### src/rtl/bilinear_interp.sv
// Bilinear blend of a 2x2 RGB565 neighbourhood; 4-cycle pipeline with line/frame counters.
// Optional macro BILINEAR_ROUND_EN selects round-half-up normalisation (default: truncation).
module bilinear_interp #(
    parameter int FRAC_W   = 11,
    parameter int H_ACTIVE = 640,
    parameter int V_ACTIVE = 480
) (
    input  logic              i_clk,
    input  logic              i_reset_n,
    input  logic              i_fsyn,
    input  logic              i_hsyn,
    input  logic [FRAC_W-1:0] iv_fx,
    input  logic [FRAC_W-1:0] iv_fy,
    input  logic [15:0]       iv_b11,
    input  logic [15:0]       iv_b12,
    input  logic [15:0]       iv_b21,
    input  logic [15:0]       iv_b22,
    output logic              o_valid,
    output logic [15:0]       ov_pixel,
    output logic              o_eol,
    output logic              o_eof,
    output logic [10:0]       ov_col,
    output logic [10:0]       ov_row
);

    // All channels are carried at 6 bits; R/B are zero-extended so one datapath serves all three.
    localparam int W = FRAC_W + 7;
    localparam logic [FRAC_W:0] ONE = {1'b1, {FRAC_W{1'b0}}};
`ifdef BILINEAR_ROUND_EN
    localparam logic [W-1:0] RND = W'(1) << (FRAC_W - 1);
`else
    localparam logic [W-1:0] RND = '0;
`endif
    localparam logic [10:0] COL_LAST = 11'(H_ACTIVE - 1);
    localparam logic [10:0] ROW_LAST = 11'(V_ACTIVE - 1);

    logic              r_v0, r_v1, r_v2, r_v3;
    logic [FRAC_W-1:0] r_fx0, r_fy0;
    logic [15:0]       r_b0   [4];
    logic [FRAC_W:0]   r_wx1_1, r_wx0_1, r_wy1_1, r_wy0_1;
    logic [5:0]        r_c1   [4][3];
    logic [FRAC_W:0]   r_wy1_2, r_wy0_2;
    logic [W-1:0]      r_top  [3];
    logic [W-1:0]      r_bot  [3];
    logic [W-1:0]      r_vs   [3];
    logic [10:0]       r_col, r_row;

    logic [5:0]        w_split [4][3];
    logic [W-1:0]      w_top   [3];
    logic [W-1:0]      w_bot   [3];
    logic [W-1:0]      w_topn  [3];
    logic [W-1:0]      w_botn  [3];
    logic [W-1:0]      w_vs    [3];
    logic [W-1:0]      w_ch    [3];
    logic [15:0]       w_pixel;

    always_comb begin
        for (int unsigned n = 0; n < 4; n++) begin
            w_split[n][0] = {1'b0, r_b0[n][15:11]};
            w_split[n][1] = r_b0[n][10:5];
            w_split[n][2] = {1'b0, r_b0[n][4:0]};
        end
        for (int unsigned c = 0; c < 3; c++) begin
            w_top[c]  = W'(r_c1[0][c]) * W'(r_wx1_1) + W'(r_c1[1][c]) * W'(r_wx0_1);
            w_bot[c]  = W'(r_c1[2][c]) * W'(r_wx1_1) + W'(r_c1[3][c]) * W'(r_wx0_1);
            w_topn[c] = (r_top[c] + RND) >> FRAC_W;
            w_botn[c] = (r_bot[c] + RND) >> FRAC_W;
            w_vs[c]   = w_topn[c] * W'(r_wy1_2) + w_botn[c] * W'(r_wy0_2);
            w_ch[c]   = (r_vs[c] + RND) >> FRAC_W;
        end
        w_pixel = {w_ch[0][4:0], w_ch[1][5:0], w_ch[2][4:0]};
    end

    always_ff @(posedge i_clk or negedge i_reset_n) begin
        if (!i_reset_n) begin
            r_v0     <= 1'b0;
            r_v1     <= 1'b0;
            r_v2     <= 1'b0;
            r_v3     <= 1'b0;
            r_fx0    <= '0;
            r_fy0    <= '0;
            r_wx1_1  <= '0;
            r_wx0_1  <= '0;
            r_wy1_1  <= '0;
            r_wy0_1  <= '0;
            r_wy1_2  <= '0;
            r_wy0_2  <= '0;
            for (int unsigned n = 0; n < 4; n++) begin
                r_b0[n] <= '0;
                for (int unsigned c = 0; c < 3; c++) r_c1[n][c] <= '0;
            end
            for (int unsigned c = 0; c < 3; c++) begin
                r_top[c] <= '0;
                r_bot[c] <= '0;
                r_vs[c]  <= '0;
            end
            r_col    <= '0;
            r_row    <= '0;
            o_valid  <= 1'b0;
            o_eol    <= 1'b0;
            o_eof    <= 1'b0;
            ov_pixel <= '0;
            ov_col   <= '0;
            ov_row   <= '0;
        end else begin
            // Input register: the sample seen with i_fsyn survives as pixel (0,0).
            r_v0    <= i_hsyn;
            r_fx0   <= iv_fx;
            r_fy0   <= iv_fy;
            r_b0[0] <= iv_b11;
            r_b0[1] <= iv_b12;
            r_b0[2] <= iv_b21;
            r_b0[3] <= iv_b22;

            r_v1    <= r_v0 & ~i_fsyn;
            r_wx1_1 <= ONE - {1'b0, r_fx0};
            r_wx0_1 <= {1'b0, r_fx0};
            r_wy1_1 <= ONE - {1'b0, r_fy0};
            r_wy0_1 <= {1'b0, r_fy0};
            r_c1    <= w_split;

            r_v2    <= r_v1 & ~i_fsyn;
            r_wy1_2 <= r_wy1_1;
            r_wy0_2 <= r_wy0_1;
            r_top   <= w_top;
            r_bot   <= w_bot;

            r_v3    <= r_v2 & ~i_fsyn;
            r_vs    <= w_vs;

            if (i_fsyn) begin
                o_valid <= 1'b0;
                o_eol   <= 1'b0;
                o_eof   <= 1'b0;
                r_col   <= '0;
                r_row   <= '0;
            end else if (r_v3) begin
                o_valid  <= 1'b1;
                ov_pixel <= w_pixel;
                ov_col   <= r_col;
                ov_row   <= r_row;
                o_eol    <= (r_col == COL_LAST);
                o_eof    <= (r_col == COL_LAST) && (r_row == ROW_LAST);
                if (r_col == COL_LAST) begin
                    r_col <= '0;
                    r_row <= (r_row == ROW_LAST) ? '0 : r_row + 11'd1;
                end else begin
                    r_col <= r_col + 11'd1;
                end
            end else begin
                o_valid <= 1'b0;
                o_eol   <= 1'b0;
                o_eof   <= 1'b0;
            end
        end
    end

endmodule

### config.mk
export PLATFORM = sky130hd
export DESIGN_NAME = bilinear_interp
export DESIGN_NICKNAME = d
export VERILOG_FILES = /design/src/rtl/bilinear_interp.sv
export SDC_FILE = /design/constraint.sdc
export NUM_CORES = 2
export LEC_CHECK = 0
export BUFFER_PORTS_ARGS = -buffer_cell sky130_fd_sc_hd__buf_2
export CORE_ASPECT_RATIO = 2
export CORE_MARGIN = 10
export CORE_UTILIZATION = 66
export DETAILED_ROUTE_END_ITERATION = 6
export PLACE_DENSITY = 0.88
export SLEW_MARGIN = 10
export SYNTH_ARGS = -nofsm -noshare
export SYNTH_HDL_FRONTEND = slang
export SYNTH_SLANG_ARGS = --single-unit
export TNS_END_PERCENT = 20
### constraint.sdc
create_clock -name i_clk -period 6.4 [get_ports i_clk]
set_input_delay 0.64 -clock i_clk [delete_from_list [all_inputs] [get_ports i_clk]]
set_output_delay 0.64 -clock i_clk [all_outputs]
set_load 0.03 [all_outputs]
======== Yosys cells after proc, flatten, opt, wreduce, memory -nomap -nowiden ========
Index checks and enable logic that the tools add are counted.
Widths: inputs -> output; s select.
operators by class
  add/subtract/negate cells ............... 13
  multipliers ............................. 18
  equality and inequality tests ........... 2
  multiplexer cells ....................... 13
  bitwise operators ....................... 4
  reductions and logical operators ........ 5
operators by type and width
  cell                    number
  $mux 11                 7
  $add 17x16->18          4
  $mul 5x12->17           4
  $mul 5x11->16           4
  $add 18x17->18          2
  $mul 6x12->18           2
  $mul 6x11->17           2
  $add 16x16->16          2
  $mul 7x11->16           2
  $mul 7x12->16           2
  $sub 12x11->12 const A  2
  $add 11x1->11 const B   2
  $add 17x17->17          1
  $mul 7x11->17           1
  $mul 7x12->17           1
  $eq 11x10->1 const B    1
  $eq 11x9->1 const B     1
  $mux 1                  6
  $reduce_and 2->1        2
  $reduce_bool 2->1       2
  $and 1x1->1             3
  $logic_and 1x1->1       1
  $not 1->1               1
word-level totals
  register bits after elaboration ......... 443
  input port bits ......................... 90
  output and inout bits ................... 41
  logic and storage cells ................. 100

======== Depth between registers and ports, before layout ========
  depth in word-level cells ............... 5
  gate-level depth with buffers ........... 21
  depth with buffers taken out ............ 20

======== Least setup slack after synthesis ========
No wires, ideal clock.
  kind .................................... reg2reg
  start point ............................. reg r_wy1_2[0]
  end point ............................... reg r_vs[34] in the netlist's numbering
  library setup time ...................... 0.080 ns
  arrival ................................. 5.535 ns
  required time ........................... 6.320 ns
  path slack .............................. 0.785 ns
  cell stages (with the launch flop) ...... 20
  buffers on the path ..................... 2
  clock period less this slack ............ 5.615 ns
  path through ............................ dfrtp_1 clkbuf_1 clkbuf_1 nand2_1 fa_1 fa_1 fa_1 inv_1 fa_1 inv_1 fa_1 fa_1 inv_1 ha_1 a2111oi_0 o21ai_0 a311oi_1 a21oi_1 a21oi_1 xnor2_1
RTL lines
  item                    RTL line  source
  from (decl)             42        logic [FRAC_W:0] r_wy1_2, r_wy0_2;
  from (signal assigned)  123       r_wy1_2 <= r_wy1_1;
  to (signal assigned)    129       r_vs <= w_vs;
  to (decl)               45        logic [W-1:0] r_vs [3];

==> impl_metrics.json <==
{
  "outcome": "complete, but fails checks",
  "violations": "DRC",
  "rsz0062_at_grt": "false",
  "grt_pass1_wl_um": 185000,
  "gp_congestion": 0.962,
  "overflow": 0,
  "finClkSkew_ns": 0.0298,
  "cp-end-kind": "register",
  "clkTransAtPathRegs_ns": 0.07,
  "cpMaxStageDelayCell": "dfrtp_1",
  "rr_startpoint": "r_wx0_1[6]",
  "clockRootBuffer": "clkbuf_16",
  "synth-async-reset-ratio_pct": 100,
  "slew_headroom_pct": 28.3,
  "tns_ns": 0,
  "cp_data_arrival_time_ns": 6.57,
  "ant_nets": 0,
  "drt-initial-drc-count": 2038,
  "start_kind": "register",
  "nets": 6056,
  "final_common_cell": "inv_1",
  "synth.avg_cell_area_um2": 9.64,
  "die_area_mm2": 0.0802,
  "cts_hold_buffers": 0,
  "maxSlewViolCount": 0,
  "dp_hpwl_um": 88900,
  "drv_cap": 0,
  "max_freq_mhz": 163,
  "drc_errors": 9,
  "multiInputGateArea_mm2": 0.0319,
  "postCtsSetupBuffers": 0,
  "cpMostUsedCell": "fa_1",
  "first_pass_iters": 6,
  "area_growth_pct": 6.03,
  "path_class": "register to register",
  "reg2reg_to": "r_bot[17]",
  "ys_seq_area_share_pct": 18.8,
  "required_ns": 6.84,
  "hold_path.class": "input pin to async pin",
  "cts_buffer_depth": 3,
  "floorplan.die.width_um": 205,
  "vias": 32100,
  "synth_cell_type_count": 55,
  "finalCritPeriodShare_pct": 95.8,
  "drt-total-wl_um": 114000,
  "grt_use_total_pct": 30.0,
  "antenna_found_initial": 2,
  "regToRegSetupSlack_ns": 0.27,
  "first_global_vias": 37300,
  "core_mm2": 0.0679,
  "synth_edf_count": 0,
  "cts-buffers-inserted": 35,
  "worstMarginPinSlew_ns": 1.08,
  "path_max_fanout": 18,
  "port_buffers": 130,
  "final_cell_mix": "inv_1 (1069), fa_1 (870), nand2_1 (733), and2_1 (605), ha_1 (390)",
  "cp_cell_sequence": "buf_4 -> and2_1 -> fa_1 -> fa_1 -> fa_1 -> fa_1 -> inv_1 -> fa_1 -> inv_1 -> ha_1 -> a2111oi_0 -> a31oi_1 -> a21o_1 -> o41ai_1 -> xnor2_1",
  "h-tree-depth": 2,
  "syn_area_mm2": 0.0453,
  "netlist_instances": 4703,
  "crit_start": "r_wx0_1[6]",
  "path_delay_family": "adder cells",
  "period_minus_slack_ns": 6.13,
  "yosysWarnings": 0,
  "ys_ff_latch": 341,
  "grt_max_degree": 138,
  "clkSinkCount": 341,
  "routed_via_density": 5.70,
  "rows": 135,
  "ios": 131,
  "initial_core_util_pct": 66.7,
  "report.final.hold_viol_count": 0,
  "synth-main-ff-cell": "dfrtp_1",
  "cts_tree": "done",
  "synth_nets": 6053,
  "drive_above_1_share_pct": 5.69,
  "setup_viol": 0,
  "clk_latency_ns": 0.58,
  "avgRoutedWirePerCell_um": 20.3,
  "seq_area_mm2": 0.00854,
  "reg2regPathDepth": 15,
  "path_buf_inv": 3,
  "critPathMaxStageDelay_ns": 0.97,
  "n_fill_cell": 4655,
  "die_h_um": 391
}
worst register-to-register path, cell delays in order (launching register included):
cell and delay (ns):
dfrtp_1 0.97, buf_4 0.32, and2_1 0.16, fa_1 0.44, fa_1 0.48, fa_1 0.45, fa_1 0.51, inv_1 0.05
fa_1 0.47, inv_1 0.04, ha_1 0.28, a2111oi_0 0.67, a31oi_1 0.30, a21o_1 0.26, o41ai_1 0.36, xnor2_1 0.25
synth_stat cells (14+ instances only):
master / n / area share, %
nor2_1: 61 / 0.51
xnor2_1: 79 / 1.5
a21o_1: 14 / 0.23
nand4_1: 15 / 0.21
ha_1: 390 / 11
fa_1: 870 / 38
dfrtp_1: 341 / 19
a21oi_1: 47 / 0.52
o21ai_0: 37 / 0.41
inv_1: 1069 / 8.9
nand3_1: 17 / 0.19
xor2_1: 41 / 0.79
clkbuf_1: 228 / 1.9
and2_1: 605 / 8.4
nand2_1: 733 / 6.1
nor3_1: 18 / 0.20
nor2b_1: 16 / 0.22
routing by layer:
metal  track usage [%]  share of wire (%)  up-vias
met2              54.1                 54     1489
met5                 0                  0        -
met4              25.3                9.6        0
met1              29.5                 31    16200
li1                  -                  -    13700
met3              4.39                6.1      682
repair_timing:
| item | CTS | global route |
|---|---|---|
| hold endpoints to repair | 0 | 0 |
| resized for setup | 0 | 4 |
| setup endpoints to repair | 0 | 3 |
worst max-delay path by stage:
stage           endpoint  slack [ns]  depth (start not counted)
6_report       r_bot[17]        0.27                         15
5_1_grt         r_vs[51]        0.08                         19
4_1_cts         r_vs[34]        0.16                         18
3_5_place_dp    r_vs[34]        0.16                         18
3_3_place_gp    r_vs[34]        0.31                         18
2_1_floorplan   r_vs[34]        0.78                         19
state kept, by name, summed over array words and instances, names as in the netlist, 10 cells and up:
register  count
r_b0         64
r_c1         64
r_bot        21
r_top        21
ov_pixel     16
r_vs         16
r_wx1_1      12
r_wy1_1      12
r_wy1_2      12
ov_col       11
ov_row       11
r_col        11
r_fx0        11
r_fy0        11
r_row        11
r_wx0_1      10
r_wy0_1      10
r_wy0_2      10
layout make-up:
type	count	share of cell area [%]
Clock inverter	21	0.612
Tap cell	890	2.32
Inverter	1069	8.35
Timing Repair Buffer	198	2.59
Antenna cell	4	0.0208
Sequential cell	341	17.8
Multi-Input combinational cell	3061	66.4
Clock buffer	39	1.94
cells by family after synthesis:
kind of cell | count (synthesis) | share of synthesized area, %
adder cells (fa/ha/maj) | 1260 | 49.2
AND/OR/NAND/NOR | 1504 | 16.3
buffers and inverters | 1301 | 10.8
flip-flops | 341 | 18.8
XOR/XNOR | 120 | 2.32
AO/OA/AOI/OAI | 177 | 2.55
through the flow:
stage / util, % / hold slack (ns) / cells / worst slack, ns / cell area, um2
finish: 70.8 / 0.0763 / 5623 / 0.271 / 48100
global placement: 68.9 / 0.331 / 5559 / 0.309 / 46800
CTS: 70.7 / 0.122 / 5619 / 0.159 / 48000
floorplan: - / 0.331 / 4703 / 0.785 / 45300
global route: 70.8 / 0.159 / 5620 / 0.0824 / 48000
detailed placement: 68.9 / 0.335 / 5559 / 0.162 / 46800
Power is not shown: default switching activity piles up to over one toggle a cycle in this logic, so the estimate is an artifact.
